### config.mk
export PLATFORM = sky130hd
export DESIGN_NAME = alu_acc_sequencer
export DESIGN_NICKNAME = d
export VERILOG_FILES = /design/src/rtl/alu_pkg.sv /design/src/rtl/alu_acc_sequencer.sv
export SDC_FILE = /design/constraint.sdc
export NUM_CORES = 1
export LEC_CHECK = 0
export ABC_AREA = 0
export CORE_ASPECT_RATIO = 1.1
export CORE_UTILIZATION = 35
export CTS_CLUSTER_DIAMETER = 60
export DETAILED_ROUTE_END_ITERATION = 8
export GPL_ROUTABILITY_DRIVEN = 0
export PLACE_DENSITY = 0.71
export SKIP_LAST_GASP = 1
export SLEW_MARGIN = 20
export SYNTH_ARGS = -nofsm -noshare
export SYNTH_HDL_FRONTEND = slang
export SYNTH_SLANG_ARGS = --single-unit
### constraint.sdc
create_clock -name clk -period 1.6 [get_ports clk]
set_clock_uncertainty 0.05 [all_clocks]
set_input_delay 0.16 -clock clk [delete_from_list [all_inputs] [get_ports clk]]
set_output_delay 0.16 -clock clk [all_outputs]
set_load 0.03 [all_outputs]
### src/rtl/alu_pkg.sv
// Shared opcodes and FSM encodings for the alu and its accumulator stage.
package alu_pkg;
   localparam logic [2:0] OP_PASS_A = 3'b000;
   localparam logic [2:0] OP_ADD    = 3'b010;
   localparam logic [2:0] OP_AND    = 3'b011;
   localparam logic [2:0] OP_XOR    = 3'b100;
   localparam logic [2:0] OP_PASS_B = 3'b101;

   localparam logic [1:0] ST_IDLE = 2'd0;
   localparam logic [1:0] ST_EXEC = 2'd1;
   localparam logic [1:0] ST_RESP = 2'd2;

   typedef enum logic [1:0] {
      S_IDLE = ST_IDLE,
      S_EXEC = ST_EXEC,
      S_RESP = ST_RESP
   } state_t;
endpackage

### src/rtl/alu_acc_sequencer.sv
// Accumulator stage: accepts commands, drives the alu, captures and returns results.
module alu_acc_sequencer
   import alu_pkg::*;
#(
   parameter int WIDTH     = 8,
   parameter int CNT_WIDTH = 16
) (
   input  logic                 clk,
   input  logic                 rst_n,
   input  logic                 cmd_valid,
   output logic                 cmd_ready,
   input  logic [2:0]           cmd_opcode,
   input  logic [WIDTH-1:0]     cmd_data,
   output logic [2:0]           alu_opcode,
   output logic [WIDTH-1:0]     alu_in_a,
   output logic [WIDTH-1:0]     alu_in_b,
   input  logic [WIDTH-1:0]     alu_result,
   input  logic                 alu_a_is_zero,
   output logic                 rsp_valid,
   input  logic                 rsp_ready,
   output logic [WIDTH-1:0]     rsp_data,
   output logic                 rsp_zero,
   output logic                 rsp_a_zero,
   output logic [WIDTH-1:0]     acc,
   output logic [CNT_WIDTH-1:0] op_count
);
   state_t               r_state;
   state_t               w_next;
   logic                 w_cmd_ready;
   logic                 w_accept;
   logic [WIDTH-1:0]     r_acc;
   logic [2:0]           r_opcode;
   logic [WIDTH-1:0]     r_in_b;
   logic                 r_rsp_zero;
   logic                 r_rsp_a_zero;
   logic [CNT_WIDTH-1:0] r_cnt;

   // In RESP a new command rides on the response handshake, avoiding an IDLE bubble.
   always_comb begin
      w_next      = r_state;
      w_cmd_ready = 1'b0;
      case (r_state)
         S_IDLE: begin
            w_cmd_ready = 1'b1;
            if (cmd_valid) w_next = S_EXEC;
         end
         S_EXEC: w_next = S_RESP;
         S_RESP: begin
            w_cmd_ready = rsp_ready;
            if (rsp_ready) w_next = cmd_valid ? S_EXEC : S_IDLE;
         end
         default: w_next = S_IDLE;
      endcase
   end

   assign w_accept = cmd_valid & w_cmd_ready;

   always_ff @(posedge clk or negedge rst_n) begin
      if (!rst_n) begin
         r_state      <= S_IDLE;
         r_acc        <= '0;
         r_opcode     <= 3'b000;
         r_in_b       <= '0;
         r_rsp_zero   <= 1'b0;
         r_rsp_a_zero <= 1'b0;
         r_cnt        <= '0;
      end else begin
         r_state <= w_next;
         if (w_accept) begin
            r_opcode <= cmd_opcode;
            r_in_b   <= cmd_data;
         end
         if (r_state == S_EXEC) begin
            r_acc        <= alu_result;
            r_rsp_zero   <= (alu_result == '0);
            r_rsp_a_zero <= alu_a_is_zero;
            r_cnt        <= r_cnt + CNT_WIDTH'(1);
         end
      end
   end

   assign cmd_ready  = w_cmd_ready;
   assign alu_opcode = r_opcode;
   assign alu_in_a   = r_acc;
   assign alu_in_b   = r_in_b;
   assign rsp_valid  = (r_state == S_RESP);
   assign rsp_data   = r_acc;
   assign rsp_zero   = r_rsp_zero;
   assign rsp_a_zero = r_rsp_a_zero;
   assign acc        = r_acc;
   assign op_count   = r_cnt;
endmodule
# Yosys cells after proc, flatten, opt, wreduce, memory -nomap -nowiden
# Index checks and enable logic that the tools add are counted.
[op_classes] n_bitwise=1 n_reduce_logical=3 n_addsub=1 muxes=5 eq_ne=4
[op_table] operator="16-bit by 1-bit adder with 16-bit output (second input constant)" n=1
[op_table] operator="8-bit zero test" n=1
[op_table] operator="2-bit one-hot mux with 3 select lines" n=1
[op_table] operator="2-bit two-way mux" n=2
[op_table] operator="2-bit by 1-bit == test with 1-bit output (second input constant)" n=1
[op_table] operator="2-bit == test (second input constant)" n=1
[op_table] operator="2-bit zero test" n=1
[op_table] operator="2-bit by 1-bit inequality test with 1-bit output (second input constant)" n=1
[op_table] operator="2-bit inequality test (second input constant)" n=1
[op_table] operator="1-bit one-hot mux with 2 select lines" n=1
[op_table] operator="2-bit AND reduction" n=1
[op_table] operator="1-bit AND" n=1
[op_table] operator="1-bit two-way mux" n=1
[totals] reg_bits=39 wordCells=21 in_bits=24 output_inout_bits=55

# Longest topological paths before layout
[depth] ltp_word=3 mapped_depth=5 ltp_nobuf=5

# Least setup slack after synthesis
# OpenSTA, ideal clock, no wires.
[synth_path] path_kind="flip-flop to flip-flop" from="register r_state[0]" to="register r_in_b[3], in the netlist alu_in_b[3]" slack_ns=-0.253 n_path_buf=1 stages_incl_launch_ff=5 required_time_ns=1.425 setup_time_ns=0.125 t_arrival_ns=1.679 period_less_slack_ns=1.853 cell_sequence="dfrtp_1 > a21oi_1 > and2_4 > buf_6 > mux2_2"
[synth_via] elab_chain_len=3 word_cells_on_any_way=4 classes_between="1 x eq/ne; 1 x mux; 1 x bitwise; 1 x reduce/logical"
[synth_lines] item="start, declared" line_no="alu_acc_sequencer.sv:27" text="state_t r_state;"
[synth_lines] item="start signal, assigned" line_no="alu_acc_sequencer.sv:68" text="r_state <= w_next;"
[synth_lines] item="2-bit == test or 2-bit zero test (tied branches)" line_no="alu_acc_sequencer.sv:42" text="case (r_state)"
[synth_lines] item="1-bit one-hot mux with 2 select lines (*)" line_no="alu_acc_sequencer.sv:42"
[synth_lines] item="net cmd_ready" line_no="alu_acc_sequencer.sv:11" text="output logic cmd_ready,"
[synth_lines] item="1-bit AND (*)" line_no="alu_acc_sequencer.sv:56" text="assign w_accept = cmd_valid & w_cmd_ready;"
[synth_lines] item="end signal, assigned" line_no="alu_acc_sequencer.sv:71" text="r_in_b <= cmd_data;"
[synth_lines] item="end, declared" line_no="alu_acc_sequencer.sv:33" text="logic [WIDTH-1:0] r_in_b;"
# Mark *: on every way through the listed nets, which the timed path passes. The rest lies on a longest branch.
# A chain may end at the register's enable or synchronous reset.

# Final worst setup path
[layout_path] from="register r_acc[5], in the netlist acc[5]" to="output acc[5]"
[layout_rtl] item="start, declared" line_no="alu_acc_sequencer.sv:31" text="logic [WIDTH-1:0] r_acc;"
[layout_rtl] item="start signal, assigned" line_no="alu_acc_sequencer.sv:74" text="r_acc <= alu_result;"
[layout_rtl] item="end, declared" line_no="alu_acc_sequencer.sv:24" text="output logic [WIDTH-1:0] acc,"
# No word-level cell between the ends.

==> flow_summary_export.csv <==
group,metric,value,unit
yosys,synth-edff-count,0,
yosys,ys_ff_latch,39,
worst_setup_path,critPathBufInv,1,
clock_network,h-tree-depth,2,
die,initial_core_util,0.371,
layout,layoutNonFillerInstCount,278,
global_routing,antenna_found_initial,0,
yosys,yosysSeqAreaShare,0.557,
drt,vias,1274,
worst_setup_path,crit_chain,"clkdlybuf4s50_1",
clock_network,cts.sinks,39,
yosys,synth_cell_type_count,28,
layout,multi_input_area,639,µm²
yosys,syn-instance-count,149,
layout,fill_cells,429,
global_routing,grt_pass1_wl,6240,µm
status,status,"finished clean",
worst_setup_path,max_stage_delay,680,ps
worst_setup_path,path_class,"reg2out",
layout,fin_nets,246,
clock_network,root_buffer,"clkbuf_8",
sta,fin_crit,1550,ps
die,die_w,69.5,µm
drt,vias_per_cell,4.58,
yosys,ys_warn_count,0,
drt,drt_iter0_drc,74,
yosys,synth.avg_cell_area,11.8,µm²
global_routing,grt_pass1_vias,1328,
global_routing,grtUsageTotal,0.148,
layout,area_growth,52.5,%
sta,final_hold_viol_count,0,
worst_setup_path,cp_data_required_time,1390,ps
clock_network,cts_tree,"built",
drt,first_pass_iters,4,
yosys,synthesis.nets,174,
worst_setup_path,path_max_fanout,4,
sta,fin_setup_tns,0,ps
global_routing,grt_start_max_net_pins,17,
sta,setup_viol,0,
worst_setup_path,endpoint,"acc[5]",
worst_setup_path,cp.depth,1,
sta,fin_crit_sh,0.971,
drt,drtAntennaViolNets,0,
worst_setup_path,r2r-end,"op_count[14]",
die,fp-row-count,26,
clock_network,clkSlewWorstSetupHoldPaths,70,ps
sta,tightest_slew,432,ps
yosys,yosysTopAreaCell,"dfrtp_1",
drt,drc_errors,0,
clock_network,cts_made_buffers,5,
worst_setup_path,cp-startpoint,"acc[5]",
worst_setup_path,critPathCaptureType,"output pin",
power,p_per_area,1580,nW/µm²
worst_setup_path,r2r_slack,90,ps
place,portBuffers,78,
clock_network,cts_buffer_depth,2,
worst_setup_path,path_delay_family,"buffers and inverters",
die,coreArea,4720,µm²
sta,rsz0062_at_grt,"no",
yosys,synth.area.top_cells,"dfrtp_1 56%, nand2_1 7.7%, buf_4 6.9%, mux2_2 6.4%, xnor2_1 5.0%",
worst_setup_path,crit_arrival,1340,ps
yosys,syn_area,1750,µm²
sta,fmax,643,MHz
layout,drive_above_1_share,0.162,
layout,regArea,980,µm²
place,post-dp-hpwl,2680,µm
worst_setup_path,r2r-start,"op_count[1]",
sta,slew_headroom,0.712,
global_routing,grt_overflow_total,0,
power,leakage,1.52,nW
die,dieArea,5290,µm²
worst_setup_path,ff2ff_path_depth,5,
power,ir_worst_vdd,779,µV
drt,wl_per_cell,12.5,µm
layout,n_antenna_cell,0,
clock_network,worstSkewPairLatency,280,ps
die,die_h,76.2,µm
drt,wl,3490,µm
job,cap_violations,0,
die,io_pins,79,
yosys,async_flop_share,1.00,
place,dp.cells,269,
worst_setup_path,critPathLaunchType,"flop",
yosys,synth_top_area_frac,0.557,
yosys,synth_ff_type,"dfrtp_1",
min_path,hold_class,"in2async",
sta,drv_slew,0,
worst_setup_path,cp_slowest_cell,"clkdlybuf4s50_1",
## sequential cells by signal, indices dropped and copies added (netlist names)
name and cells:
op_count 16, acc 8, alu_opcode 3, rsp_zero 1, rsp_a_zero 1, alu_in_b 8, r_state 2
## stage by stage
| stage | util | hold slack (ps) | total power [mW] | cell area [µm²] | setup WS (ps) |
|---|---|---|---|---|---|
| 6_report | 0.566 | 262 | 4.22 | 2670 | 45.9 |
| 5_1_grt | 0.566 | 293 | 4.45 | 2670 | 0.760 |
| 4_1_cts | 0.555 | 255 | 4.31 | 2620 | 1.73 |
| 3_5_place_dp | 0.531 | 31.5 | 3.51 | 2500 | -24.1 |
| 3_3_place_gp | 0.531 | 27.5 | 3.48 | 2500 | 0.501 |
| 2_1_floorplan | - | -186 | 2.78 | 1770 | 23.6 |
## synthesized netlist by cell type (2+ instances only)
master,instances
and3_1,2
buf_4,16
dfrtp_1,39
inv_1,2
mux2_2,10
nand2_1,36
nand3_1,4
nand3_4,2
nand4_1,2
nor2_1,2
nor4_1,3
nor4_4,2
xnor2_1,10
xor2_1,5
## kinds of logic (layout without fill, tap and decap cells)
| logic type | after synthesis | count (layout) | share of synthesized area |
|---|---|---|---|
| flops | 39 | 39 | 0.557 |
| simple gates | 60 | 60 | 0.199 |
| fa+ha+maj | 1 | 1 | 0.00714 |
| xor+xnor | 15 | 15 | 0.0750 |
| buf+inv | 21 | 94 | 0.0843 |
| compound gates | 2 | 2 | 0.00714 |
| mux | 11 | 11 | 0.0707 |
## area by class of cell
cell class	count	area share
tap	56	0.0262
multi-input combinational	89	0.239
clock inverter	2	0.0131
clock buffer	6	0.0309
inverter	2	0.00281
timing repair buffer	84	0.321
sequential	39	0.367
## power by group
group | internal [mW] | switching [mW]
registers | 1.22 | 0.213
logic | 0.817 | 1.15
clock network | 0.504 | 0.320
total | 2.54 | 1.68
## repair_timing
action / in CTS / in global routing
setup endpoints to repair: 11 / 24
setup buffers: 0 / 0
hold endpoints to repair: 12 / 0
cloned: 0 / 0
gates resized for setup: 11 / 22
hold buffers: 1 / 0
## worst min-delay path by stage
stage | start | to | slack, ps | cells past startpoint
after detailed placement | rst_n | acc[7] | 30 | 1
final | rst_n | acc[7] | 260 | 2
after floorplan | rst_n | acc[0] | -190 | 0
after CTS | rst_n | acc[7] | 250 | 2
after global placement | rst_n | acc[7] | 30 | 1
after global routing | rst_n | op_count[5] | 290 | 2
## metal layers
| layer | global-route usage | wire [µm] | up-vias | part of all wire |
|---|---|---|---|---|
| met3 | 0.0463 | 272 | 2 | 0.078 |
| li1 | - | - | 620 | - |
| met2 | 0.254 | 1760 | 50 | 0.50 |
| met4 | 0.0367 | 12 | 0 | 0.0034 |
| met5 | 0 | 0 | - | 0 |
| met1 | 0.179 | 1440 | 602 | 0.41 |
## cell usage in the layout, fill, tap and decap left out, drive strengths merged
cell	count
a21o	1
a21oi	1
and2	1
and2b	1
and3	2
buf	8
bufinv	1
clkbuf	6
clkdlybuf4s50	43
clkinv	1
dfrtp	39
dlygate4sd2	11
dlygate4sd3	1
dlymetal6s2s	21
ha	1
inv	2
mux2	11
nand2	36
nand3	6
nand3b	1
nand4	2
nand4b	1
nor2	2
nor2b	1
nor3	1
nor4	5
or2b	1
xnor2	10
xor2	5
Note: power is estimated with default switching activity, not from simulation.
